`config.mk`:
```
export PLATFORM = sky130hd
export DESIGN_NAME = reg_writeback
export DESIGN_NICKNAME = d
export VERILOG_FILES = /design/src/rtl/reg_writeback.sv
export SDC_FILE = /design/constraint.sdc
export NUM_CORES = 1
export LEC_CHECK = 0
export ABC_AREA = 1
export ABC_CLOCK_PERIOD_IN_PS = 3900
export BUFFER_PORTS_ARGS = -buffer_cell sky130_fd_sc_hd__buf_2
export CORE_UTILIZATION = 53
export CTS_CLUSTER_SIZE = 30
export DETAILED_ROUTE_END_ITERATION = 6
export MAX_ROUTING_LAYER = met4
export PLACE_DENSITY = 0.78
export SLEW_MARGIN = 0
export SYNTH_ARGS = -nofsm -noshare
export SYNTH_HDL_FRONTEND = slang
export SYNTH_SLANG_ARGS = --single-unit
```
`constraint.sdc`:
```
create_clock -name clk -period 3.9 [get_ports clk]
set_clock_uncertainty 0.2 [all_clocks]
set_input_delay 0.585 -clock clk [delete_from_list [all_inputs] [get_ports clk]]
set_output_delay 0.585 -clock clk [all_outputs]
set_load 0.02 [all_outputs]
```
`src/rtl/reg_writeback.sv`:
```
// Writeback result queue: merges load-unit and ALU results into an in-order
// FIFO that drains one register-file write per cycle, with a two-port bypass.
module reg_writeback #(
    parameter int XLEN  = 64,
    parameter int DEPTH = 4
) (
    input  logic                       clk,
    input  logic                       rst_n,
    input  logic                       mem_valid,
    output logic                       mem_ready,
    input  logic [4:0]                 mem_rd,
    input  logic [XLEN-1:0]            mem_data,
    input  logic                       alu_valid,
    output logic                       alu_ready,
    input  logic [4:0]                 alu_rd,
    input  logic [XLEN-1:0]            alu_data,
    output logic                       wen,
    output logic [4:0]                 wr_rd,
    output logic [XLEN-1:0]            wr_data,
    input  logic [4:0]                 byp_rs1,
    input  logic [4:0]                 byp_rs2,
    output logic                       byp_hit1,
    output logic [XLEN-1:0]            byp_data1,
    output logic                       byp_hit2,
    output logic [XLEN-1:0]            byp_data2,
    output logic [$clog2(DEPTH+1)-1:0] count
);
    localparam int PW = $clog2(DEPTH);
    localparam int CW = $clog2(DEPTH+1);

    typedef struct packed {
        logic [4:0]      rd;
        logic [XLEN-1:0] data;
    } entry_t;

    entry_t          q_mem [DEPTH];
    logic [PW-1:0]   rptr_q, rptr_d;
    logic [PW-1:0]   wptr_q, wptr_d;
    logic [CW-1:0]   count_q, count_d;

    logic [CW-1:0]   free_w;
    logic [CW-1:0]   alu_need;
    logic            mem_xfer, alu_xfer;
    logic            mem_push, alu_push, pop;
    logic [1:0]      num_push;
    logic [PW-1:0]   alu_wptr;

    // Space is judged from the registered count only, so a same-cycle pop
    // never lends room to an incoming transfer.
    assign free_w    = CW'(DEPTH) - count_q;
    assign mem_ready = rst_n & (free_w != '0);
    assign mem_xfer  = mem_valid & mem_ready;
    assign alu_need  = mem_xfer ? CW'(2) : CW'(1);
    assign alu_ready = rst_n & (free_w >= alu_need);
    assign alu_xfer  = alu_valid & alu_ready;

    // x0 writes complete the handshake but are dropped here.
    assign mem_push  = mem_xfer & (mem_rd != 5'd0);
    assign alu_push  = alu_xfer & (alu_rd != 5'd0);
    assign pop       = (count_q != '0);
    assign num_push  = {1'b0, mem_push} + {1'b0, alu_push};
    assign alu_wptr  = mem_push ? PW'(wptr_q + 1'b1) : wptr_q;

    assign count_d   = count_q + CW'(num_push) - CW'(pop);
    assign wptr_d    = wptr_q + PW'(num_push);
    assign rptr_d    = rptr_q + PW'(pop);

    always_ff @(posedge clk or negedge rst_n) begin
        if (!rst_n) begin
            rptr_q  <= '0;
            wptr_q  <= '0;
            count_q <= '0;
        end else begin
            rptr_q  <= rptr_d;
            wptr_q  <= wptr_d;
            count_q <= count_d;
        end
    end

    // Storage needs no reset: every read is qualified by count.
    always_ff @(posedge clk) begin
        if (mem_push) q_mem[wptr_q]   <= '{rd: mem_rd, data: mem_data};
        if (alu_push) q_mem[alu_wptr] <= '{rd: alu_rd, data: alu_data};
    end

    assign count   = count_q;
    assign wen     = pop;
    assign wr_rd   = pop ? q_mem[rptr_q].rd   : 5'd0;
    assign wr_data = pop ? q_mem[rptr_q].data : '0;

    // Walk oldest to youngest so the last match is the youngest value.
    always_comb begin
        byp_hit1  = 1'b0;
        byp_data1 = '0;
        byp_hit2  = 1'b0;
        byp_data2 = '0;
        for (int k = 0; k < DEPTH; k++) begin
            if (CW'(k) < count_q) begin
                if (byp_rs1 != 5'd0 && q_mem[rptr_q + PW'(k)].rd == byp_rs1) begin
                    byp_hit1  = 1'b1;
                    byp_data1 = q_mem[rptr_q + PW'(k)].data;
                end
                if (byp_rs2 != 5'd0 && q_mem[rptr_q + PW'(k)].rd == byp_rs2) begin
                    byp_hit2  = 1'b1;
                    byp_data2 = q_mem[rptr_q + PW'(k)].data;
                end
            end
        end
    end
endmodule

```
# Word-level counts from Yosys, hierarchy flattened
# Memories as Yosys holds them, arrays and structs flattened.
# Cells that the tools add are included.
# W data, S select, Z words.
[classes] add_sub_neg=10 n_lt_le_gt_ge=5 n_eq_ne=8 mux=40 n_bitwise=6 reduce_logical=14
[op_table] op="$mux W64" count=17
[op_table] op="$eq A5 B5 Y1" count=8
[op_table] op="$mux W1" count=20
[op_table] op="$reduce_bool A5 Y1" count=4
[op_table] op="$logic_and A1 B1 Y1" count=8
[op_table] op="$and A1 B1 Y1" count=6
[op_table] op="$lt A1 B3 Y1 const A" count=2
[op_table] op="$lt A2 B3 Y1 const A" count=2
[op_table] op="$reduce_bool A3 Y1" count=2
[op_table] op="$mux W5" count=1
[op_table] op="$add A2 B1 Y2 const B" count=2
[op_table] op="$add A2 B2 Y2 const B" count=2
[op_table] op="$mux W2" count=2
[op_table] op="$add A3 B2 Y3" count=1
[op_table] op="$ge A3 B2 Y1" count=1
[op_table] op="$sub A3 B1 Y3" count=1
[op_table] op="$sub A3 B3 Y3 const A" count=1
[op_table] op="$add A1 B1 Y2" count=1
[op_table] op="$add A2 B1 Y2" count=1
[op_table] op="$add A2 B2 Y2" count=1
[word_totals] register_bits=7 mem_bits_rw=276 inputBits=152 out_inout_bits=205 wordCells=87 n_memories=1
[memory_table] memory="q_mem" depth=4 word_bits=69 read_ports=4 rd_clocked_by_memory_dff=0 write_ports=2 line="36" text="entry_t q_mem [DEPTH];"

# Longest topological paths before layout
[depth] depth_word=12 mapped_depth=22 depth_no_buf=22

# Worst setup path before layout
# No wires, ideal clock.
[synth_timing] path_kind="register to register" start="register count_q[0] (netlist: count[0])" end="memory q_mem[3][0] in the netlist's numbering (enable)" setup_time_ns=0.429 t_arrival_ns=4.189 required_ns=3.271 slack_ns=-0.917 path_stages_with_launch=16 path_buffers=1 synth_period_minus_slack_ns=4.817 cell_sequence="dfrtp_1 > inv_1 > ha_1 > ha_1 > nor2_1 > nand2_1 > ha_1 > o21ai_1 > nand3b_1 > nand2_1 > inv_2 > nand2_1 > a21oi_1 > nand3_1 > clkbuf_1 > nand2_1"
[synth_lines] element="start: declaration" line="39" text="logic [CW-1:0] count_q, count_d;"
[synth_lines] element="start signal: assignment" line="76" text="count_q <= count_d;"
[synth_lines] element="end: declaration" line="36"

# Final worst setup path
[layout_timing] start="register rptr_q[0]" end="output byp_data2[45]"
[layout_via] elab_chain_len=11 elab_cells_between_ends=20 cone_classes="add/sub (3); eq/ne (4); mux (8); reduce/logical (4); memory (1)"
[layout_lines] element="start: declaration" line="37" text="logic [PW-1:0] rptr_q, rptr_d;"
[layout_lines] element="start signal: assignment" line="74" text="rptr_q <= rptr_d;"
[layout_lines] element="$mem_v2 Z4 W69 (*)"
[layout_lines] element="$eq A5 B5 Y1" line="103" text="if (byp_rs2 != 5'd0 && q_mem[rptr_q + PW'(k)].rd == byp_rs2) begin"
[layout_lines] element="$logic_and A1 B1 Y1" line="103"
[layout_lines] element="$mux W64" line="103"
[layout_lines] element="$mux W64" line="98" text="if (CW'(k) < count_q) begin"
[layout_lines] element="$mux W64" line="103"
[layout_lines] element="$mux W64" line="98"
[layout_lines] element="$mux W64" line="103"
[layout_lines] element="$mux W64" line="98"
[layout_lines] element="$mux W64" line="103"
[layout_lines] element="$mux W64 (*)" line="98"
[layout_lines] element="end: declaration" line="25" text="output logic [XLEN-1:0] byp_data2,"
# Every way passes the cells marked *; elsewhere a longest branch is shown, timed or not.

==> run_results.csv <==
group,metric,value,unit
layout,drive_gt1_share,12.8,%
clock_network,clkSinkCount,283,
logic_synthesis,synth-main-ff-cell,"edfxtp_1",
floorplanning,coreArea,0.0466,mm²
power_and_ir_drop,power_density,904,mW/mm²
timing,grt_setup_unrepaired,"true",
critical_path,crit_path_start_kind,"flop",
layout,syn2layout_area_growth,15.6,%
critical_path,critPathKind,"reg -> out",
hold_path,hp-class,"in -> reg",
timing,min_period_over_period,99.5,%
timing,tightest_slew,750,ps
placed_design,hpwlAfterDp,55.9,mm
critical_path,worstSetupEndpointType,"output pin",
power_and_ir_drop,combinationalPowerShare,70.4,%
critical_path,cp.arrival,3100,ps
logic_synthesis,syn_nets,4266,
outcome,status,"completed",
power_and_ir_drop,p_int,11.2,mW
placed_design,post-place-ws,149,ps
timing,period_needed,3880,ps
power_and_ir_drop,p_sw_share,57.1,%
placed_design,numPortBuffers,356,
critical_path,critPathRequiredTime,3120,ps
clock_network,clk_path_buf_depth,3,
floorplanning,rows,79,
floorplanning,die_w,219,µm
logic_synthesis,synth_top_area_share,33.2,%
placed_design,gp_congestion,0.995,
clock_network,clock_latency,540,ps
logic_synthesis,yosys-top-cells-area,"edfxtp_1 (33%), nand2_1 (22%), o21ai_0 (14%)",
power_and_ir_drop,ir_worst_vdd,0.000619,V
floorplanning,die_area,0.0480,mm²
detailed_routing,wirelength,88.8,mm
clock_network,cts_tree,"built",
detailed_routing,wl_per_cell,18.1,µm
power_and_ir_drop,power,26.1,mW
logic_synthesis,synth-seq-cells,283,
global_routing,grt_usage,36.1,%
logic_synthesis,synth_seq_area_share,33.9,%
flow_run,cap_violations,0,
floorplanning,io_pins,357,
logic_synthesis,synth_cell_types,30,
logic_synthesis,synth_top_cell_by_area,"edfxtp_1",
clock_network,cts_root_buf,"clkbuf_16",
logic_synthesis,ys_warn_count,0,
global_routing,grt_pass1_wl,132,mm
power_and_ir_drop,switchingPower,14.9,mW
floorplanning,die_height,219,µm
timing,holdWs,164,ps
logic_synthesis,synth_edf_count,276,
logic_synthesis,post-synth-top-count-cell,"nand2_1",
logic_synthesis,syn_area,0.0250,mm²
clock_network,cts_max_level,2,
timing,finalMaxSlewViolations,0,
clock_network,numCtsBuffers,34,
timing,fin_ws,18.4,ps
global_routing,grt-ovfl-total,0,
logic_synthesis,syn_inst,4098,
detailed_routing,viasPerCell,5.65,
floorplanning,start_util,53.6,%
critical_path,crit_fanout,31,
detailed_routing,dr.pass1.iters,6,
detailed_routing,drc_errors,0,
logic_synthesis,synthTopCellsByCount,"nand2_1 (1462), o21ai_0 (723), nor2_1 (494)",
global_routing,first_global_vias,24456,
logic_synthesis,avgSynthCellArea,6.09,µm²
detailed_routing,drt_iter0_drc,3457,
power_and_ir_drop,seqPwrFrac,17.5,%
timing,fmax,0.258,GHz
detailed_routing,antenna_left,0,
logic_synthesis,synthArstFlopShare,2.47,%
global_routing,grt_max_degree,177,
timing,maxSlewHeadroom,50.0,%
clock_network,path_clk_slew,60,ps
power_and_ir_drop,clkPwrFrac,12.1,%
timing,finalSetupViolations,0,
power_and_ir_drop,p_leak,14.3,nW
detailed_routing,vias,27723,
global_routing,antenna_found_initial,9,
layout,fin_nets,4437,
timing,finalHoldViolCount,0,
[kinds of logic after synthesis]
logic type                 Yosys count  synth area share, %
buffers and inverters              694                 11.9
DFF                                283                 33.9
AOI/OAI and AO/OA                  810                 16.3
xor gates and xnor gates            11                0.386
adders and majority gates           16                0.832
and+or+nand+nor                   2284                 36.7
[layout make-up]
class,instances,area [µm²]
fill,4372,17700
timing repair buffer,449,3220
tap,607,759
clock inverter,17,140
sequential,283,8470
antenna,9,22.5
multi-input combinational,3124,13900
clock buffer,43,948
inverter,377,1430
[power by group through the flow]
stage               registers (mW)  logic (mW)  clock network, mW
global placement              4.57        16.7                  0
finish                        4.56        18.4               3.15
global route                  4.63        20.0               3.29
floorplan                     4.55        11.8                  0
CTS                           4.54        17.2               3.18
detailed placement            4.60        17.0                  0
[cell usage in the layout, fill, tap and decap left out, types with 9 or more instances in the layout]
cell and n:
diode_2 9, ha_1 12, inv_1 370, nor2_1 485, nand2_1 1454, nand3_4 10, buf_2 352, o21ai_0 718
edfxtp_1 276, buf_12 34, o21ai_1 80, nor2_4 9, nand4_1 130, nand3_1 180, clkbuf_16 44, buf_4 37
xor2_1 9
[worst paths after layout]
path                               from  slack (ps)  cells past startpoint            end
setup / recovery              rptr_q[0]          20                     13  byp_data2[45]
max in group asynchronous         rst_n        3050                      3      rptr_q[1]
setup reg to reg               count[0]         230                     21       count[2]
min in group asynchronous         rst_n         300                      3      rptr_q[0]
hold reg to reg               wptr_q[0]         380                      1      wptr_q[0]
hold / removal             mem_data[54]         160                      3   q_mem[1][54]
[sequential cells by signal (all words and copies together), names as in the netlist]
register / count
q_mem: 276
wptr_q: 2
count: 3
rptr_q: 2
[what timing repair did]
action                     in CTS  in global routing
pin swaps                       1                  8
setup buffers                   4                  4
resized for setup              19                 68
hold buffers                    1                  0
gates cloned                    4                  8
setup endpoints to repair     130                131
hold endpoints to repair        7                  0
[critical path, stage by stage, from the launching register on]
cell and delay [ps]:
dfrtp_4 470, buf_6 240, nand2_1 80, nand2_1 190, nand2_1 110, nand3_1 90, nand2_1 130, nor2_4 190
buf_6 350, nand4_1 130, nand3_1 110, nand2_1 60, nand2_1 170, buf_2 200
[stage by stage]
| step | setup TNS [ps] | cells | util [%] | area (µm²) |
|---|---|---|---|---|
| floorplan | 0 | 4098 | - | 25000 |
| global placement | 0 | 4819 | 58.3 | 27100 |
| detailed placement | 0 | 4819 | 58.3 | 27100 |
| CTS | 0 | 4888 | 61.1 | 28400 |
| global route | -1060 | 4908 | 62.0 | 28900 |
| finish | 0 | 4909 | 62.0 | 28900 |
[per-layer routing]
layer	global-route usage (%)	up-vias	routed length (µm)
met1	45.2	12168	34600
li1	-	13598	-
met3	6.08	293	9790
met5	-	-	0
met4	18.2	0	4160
met2	56.1	1664	40200
(Power assumes the default switching activity.)
